[config.mk]
export PLATFORM = sky130hd
export DESIGN_NAME = frame_seq_ctrl
export DESIGN_NICKNAME = d
export VERILOG_FILES = /design/src/rtl/frame_seq_pkg.sv /design/src/rtl/frame_len_counter.sv /design/src/rtl/frame_seq_ctrl.sv
export SDC_FILE = /design/constraint.sdc
export NUM_CORES = 1
export LEC_CHECK = 0
export CAP_MARGIN = 5
export CORE_ASPECT_RATIO = 0.6
export CORE_UTILIZATION = 53
export DETAILED_ROUTE_END_ITERATION = 8
export HOLD_SLACK_MARGIN = 0.12
export PLACE_DENSITY = 0.78
export SLEW_MARGIN = 25
export SYNTH_ARGS = -nofsm -noshare
export SYNTH_HDL_FRONTEND = slang
export SYNTH_SLANG_ARGS = --single-unit
export TNS_END_PERCENT = 50
[constraint.sdc]
create_clock -name clock -period 2.16 [get_ports clock]
set_input_delay 0.648 -clock clock [delete_from_list [all_inputs] [get_ports clock]]
set_output_delay 0.648 -clock clock [all_outputs]
set_load 0.1 [all_outputs]
[src/rtl/frame_seq_pkg.sv]
// Shared definitions for the serial frame-receive sequencer: state encoding and
// default sizing. Optional DETECT watchdog is enabled by defining FRAME_TIMEOUT_EN.
package frame_seq_pkg;

  localparam int unsigned LEN_W_DEF          = 8;
  localparam int unsigned TIMEOUT_CYCLES_DEF = 255;

  typedef enum logic [2:0] {
    ST_IDLE    = 3'd0,
    ST_INIT    = 3'd1,
    ST_DETECT  = 3'd2,
    ST_LENGTH  = 3'd3,
    ST_PAYLOAD = 3'd4,
    ST_DONE    = 3'd5
  } state_t;

endpackage

[src/rtl/frame_len_counter.sv]
// Loadable payload down counter; stops at zero and flags the last remaining bit.
module frame_len_counter
  import frame_seq_pkg::*;
#(
  parameter int unsigned LEN_W = LEN_W_DEF
) (
  input  logic             clock,
  input  logic             reset,
  input  logic             ld,
  input  logic             en,
  input  logic [LEN_W-1:0] din,
  output logic             is_one,
  output logic             is_zero
);

  logic [LEN_W-1:0] cnt;

  always_ff @(posedge clock) begin
    if (reset) begin
      cnt <= '0;
    end else if (ld) begin
      cnt <= din;
    end else if (en && !is_zero) begin
      cnt <= cnt - 1'b1;
    end
  end

  assign is_one  = (cnt == LEN_W'(1));
  assign is_zero = (cnt == '0);

endmodule

[src/rtl/frame_seq_ctrl.sv]
// Frame-receive sequencer: arm detector, capture MSB-first length, gate payload, pulse done.
// Define FRAME_TIMEOUT_EN to add the DETECT-state watchdog and its timeout pulse.
module frame_seq_ctrl
  import frame_seq_pkg::*;
#(
  parameter int unsigned LEN_W          = LEN_W_DEF,
  parameter int unsigned TIMEOUT_CYCLES = TIMEOUT_CYCLES_DEF
) (
  input  logic             clock,
  input  logic             reset,
  input  logic             start,
  input  logic             serial_in,
  input  logic             w_det,
  output logic             ready,
  output logic             en_det,
  output logic             out_valid,
  output logic             serial_out,
  output logic             done,
  output logic [LEN_W-1:0] length,
  output logic             timeout
);

  localparam int unsigned BC_W = $clog2(LEN_W);

  if (LEN_W < 2 || TIMEOUT_CYCLES < 1) begin : g_param_check
    $error("frame_seq_ctrl: LEN_W must be >= 2 and TIMEOUT_CYCLES >= 1");
  end

  state_t           state;
  logic [LEN_W-2:0] sr;
  logic [BC_W-1:0]  bit_cnt;
  logic [LEN_W-1:0] len;
  logic             last_bit;
  logic             cnt_is_one;
  logic             cnt_is_zero;
  logic             wd_expire;

  assign len      = {sr, serial_in};
  assign last_bit = (state == ST_LENGTH) && (bit_cnt == BC_W'(LEN_W - 1));

  frame_len_counter #(
    .LEN_W (LEN_W)
  ) u_len_counter (
    .clock   (clock),
    .reset   (reset),
    .ld      (last_bit),
    .en      (state == ST_PAYLOAD),
    .din     (len),
    .is_one  (cnt_is_one),
    .is_zero (cnt_is_zero)
  );

`ifdef FRAME_TIMEOUT_EN
  localparam int unsigned WD_W = $clog2(TIMEOUT_CYCLES + 1);

  logic [WD_W-1:0] wdog;

  // wdog counts DETECT cycles already elapsed; it is zero on the first DETECT cycle
  always_ff @(posedge clock) begin
    if (reset) begin
      wdog <= '0;
    end else if (state == ST_DETECT) begin
      wdog <= wdog + 1'b1;
    end else begin
      wdog <= '0;
    end
  end

  assign wd_expire = (state == ST_DETECT) && !w_det &&
                     (wdog == WD_W'(TIMEOUT_CYCLES - 1));
  assign timeout   = wd_expire;
`else
  assign wd_expire = 1'b0;
  assign timeout   = 1'b0;
`endif

  always_ff @(posedge clock) begin
    if (reset) begin
      state   <= ST_IDLE;
      sr      <= '0;
      bit_cnt <= '0;
      length  <= '0;
    end else begin
      case (state)
        ST_IDLE: begin
          if (start) state <= ST_INIT;
        end
        ST_INIT: begin
          bit_cnt <= '0;
          if (!start) state <= ST_DETECT;
        end
        ST_DETECT: begin
          if (w_det) begin
            state <= ST_LENGTH;
          end else if (wd_expire) begin
            state <= ST_IDLE;
          end
        end
        ST_LENGTH: begin
          sr      <= len[LEN_W-2:0];
          bit_cnt <= bit_cnt + 1'b1;
          if (last_bit) begin
            length <= len;
            state  <= (len == '0) ? ST_DONE : ST_PAYLOAD;
          end
        end
        ST_PAYLOAD: begin
          // is_zero is only a guard; the counter is never zero on PAYLOAD entry
          if (cnt_is_one || cnt_is_zero) state <= ST_DONE;
        end
        ST_DONE: begin
          state <= ST_IDLE;
        end
        default: begin
          state <= ST_IDLE;
        end
      endcase
    end
  end

  assign ready      = (state == ST_IDLE);
  assign en_det     = (state == ST_INIT) || (state == ST_DETECT);
  assign out_valid  = (state == ST_PAYLOAD);
  assign done       = (state == ST_DONE);
  assign serial_out = serial_in & out_valid;

endmodule

==> results.tsv <==
metric	value	unit
status	complete, no violations	
gp_congestion	0.799	
whs	0.466	ns
numCtsBuffers	5	
viasPerCell	5.83	
grt_max_degree	18	
htree_levels	2	
clock_latency	0.28	ns
clock-sinks	29	
setup_viol	0	
dp_hpwl	2.40	mm
finalHoldViolations	0	
clock_tree.buffer_depth	2	
syn-cell-area	0.00141	mm2
ys.warnings.count	0	
die-area	0.00288	mm2
synth_area_leader_cell	dfxtp_1	
synth.distinct_cells	40	
skew	0.00674	ns
clock-root-buffer	clkbuf_8	
synth-compound-area-share	0.146	
timing_worst_setup_path_type	reg2out	
holdCritPathClass	reg2reg	
crit_chain	inv_1 -> or3_4 -> clkinvlp_4 -> and2_4 -> buf_12	
synthCells	167	
chipHeight	42.0	um
final_area	0.00181	mm2
path_clk_slew	0.06	ns
yosysSeqAreaShare	0.412	
start_util	0.563	
finalWorstSetupSlack	0.0536	ns
drt_iter0_drc	94	
preCtsSetupSlack	-0.0344	ns
grt_setup_unrepaired	no	
overflow	0	
p_leak	0.765	nW
wire_per_inst	15.0	um
synthXorXnorAreaFrac	0.0311	
dpl_cell_area	0.00170	mm2
ys_seq_elements	29	
drcViolationCount	0	
vdd_ir_drop_max	0.643	mV
antenna_found_initial	0	
synth_mux_area_frac	0.0648	
first_pass_iters	4	
min_period	2.11	ns
end_kind	output port	
max_stage_delay	0.39	ns
synth_top_area_share	0.412	
synth_area_leaders	dfxtp_1 41%, mux2i_1 5.7%, nand2_1 5.6%	
first_global_vias	1147	
power_density	1240	mW/mm2
nets	202	
synth-simple-area-share	0.256	
cts_hold_buf	0	
power	2.25	mW
port_buffers	17	
core_area	0.00250	mm2
die_w	68.6	um
path_delay_family	simple AND/OR/NAND/NOR gates	
antennaDiodeCount	0	
drive_gt1_frac	0.228	
min_period_over_period	0.975	
startpoint_type	register	
arrival	1.46	ns
grt_pass1_wl	5.53	mm
drv_slew	0	
ant_nets	0	
critPathSlowestCell	or3_4	
avgSynthCellArea	8.44	um2
max_freq	0.475	GHz
required	1.51	ns
ioPinCount	19	
worstPathMaxFanout	2	
areaGrowthSynthToFinish	28.5	%
vias	1311	
routed_wl	3.38	mm
grt_util_all_layers	0.271	
cap_viol_max_count	0	
synthAdderAreaFrac	0.0444	
crit_buf_inv	3	
synth_fp_nets	177	
cts_tree	done	
floorplan.rows	14	
synth_top_family_by_area	simple AND/OR/NAND/NOR gates	
cell usage in the layout, fill, tap and decap left out, types with 2 or more instances in the layout:
master,Yosys,routed
a21oi_1,15,15
clkinv_2,0,2
xor2_1,2,2
nor3_1,4,3
nand3_1,3,3
clkdlybuf4s50_1,0,3
a31o_2,2,2
nor4_1,6,6
mux2i_1,8,8
and3_1,4,4
buf_12,0,5
ha_1,5,5
clkbuf_8,0,5
inv_1,4,3
dfxtp_1,29,29
nor2_1,20,19
nand2b_1,2,2
xnor2_1,3,3
nand2_1,21,21
buf_4,1,20
nand4b_1,3,3
a211oi_1,6,6
routing by layer:
metal	share of wire	track usage	routed length, um	vias to the layer above
li1	-	-	-	645
met1	0.48	0.392	1630	621
met2	0.45	0.380	1510	41
met3	0.060	0.0742	202	4
met4	0.012	0.100	40	0
met5	0	0	0	-
timing repair:
item                                    CTS  global route
endpoints found under the hold margin     0             0
gates cloned                              0             0
pin swaps                                 0             1
setup buffers                             2             1
endpoints found under the setup margin    1             1
resized for setup                         2             0
sequential cells by signal, indices dropped and copies added, names as in the netlist:
| name | count |
|---|---|
| bit_cnt | 3 |
| length | 8 |
| u_len_counter.cnt | 8 |
| sr | 7 |
| state | 3 |
path summary, 6_finish.rpt:
| kind | startpoint | end | slack, ns | cells past startpoint |
|---|---|---|---|---|
| max | state[2] | serial_out | 0.05 | 5 |
| min | bit_cnt[2] | bit_cnt[2] | 0.47 | 2 |
| max reg2reg | u_len_counter.cnt[1] | u_len_counter.cnt[3] | 0.21 | 6 |
| min reg2reg | bit_cnt[2] | bit_cnt[2] | 0.47 | 2 |
cells by family after synthesis:
family                     after synthesis
and+or+nand+nor                         72
AOI/OAI and AO/OA                       31
DFF                                     29
buffers and inverters                   15
muxes                                    9
adders and majority gates                5
xor gates and xnor gates                 5
other                                    1
Yosys cell counts, drive strengths merged:
| library cell | instances |
|---|---|
| a211oi | 6 |
| a21oi | 15 |
| a221o | 1 |
| a31o | 2 |
| a31oi | 1 |
| and2 | 1 |
| and3 | 4 |
| buf | 5 |
| clkbuf | 6 |
| conb | 1 |
| dfxtp | 29 |
| ha | 5 |
| inv | 4 |
| mux2 | 1 |
| mux2i | 8 |
| nand2 | 21 |
| nand2b | 2 |
| nand3 | 3 |
| nand3b | 1 |
| nand4 | 1 |
| nand4b | 3 |
| nor2 | 20 |
| nor2b | 1 |
| nor3 | 4 |
| nor3b | 1 |
| nor4 | 6 |
| nor4bb | 1 |
| o2111ai | 1 |
| o211a | 1 |
| o21a | 1 |
| o221a | 1 |
| o221ai | 1 |
| o22ai | 1 |
| or3 | 1 |
| or3b | 1 |
| or4 | 1 |
| xnor2 | 3 |
| xor2 | 2 |
worst reg2reg max path, cell delays in order, from the launching register on:
cell and delay (ns):
dfxtp_1 0.32, inv_1 0.11, ha_1 0.18, or3b_2 0.50
o21a_1 0.29, and3_1 0.21, nor4_1 0.25
area by class of cell:
type,instances,area [um2]
clock buffers,6,72.6
clock inverters,2,10.0
fillers,185,693
inverters,4,18.8
multi-input cells,123,801
flip-flops and latches,29,581
well taps,32,40.0
repair buffers,29,289
through the flow:
step / cells / setup TNS, ns / utilization
floorplan: 167 / -0.405 / -
global placement: 214 / 0 / 0.680
detailed placement: 214 / -0.0614 / 0.680
CTS: 224 / 0 / 0.720
global route: 225 / 0 / 0.723
finish: 225 / 0 / 0.723
power breakdown:
group          switching (mW)  internal (mW)
clock network           0.195          0.222
registers              0.0397          0.581
logic                   0.737          0.471
Power figures use the tool's default switching activity.
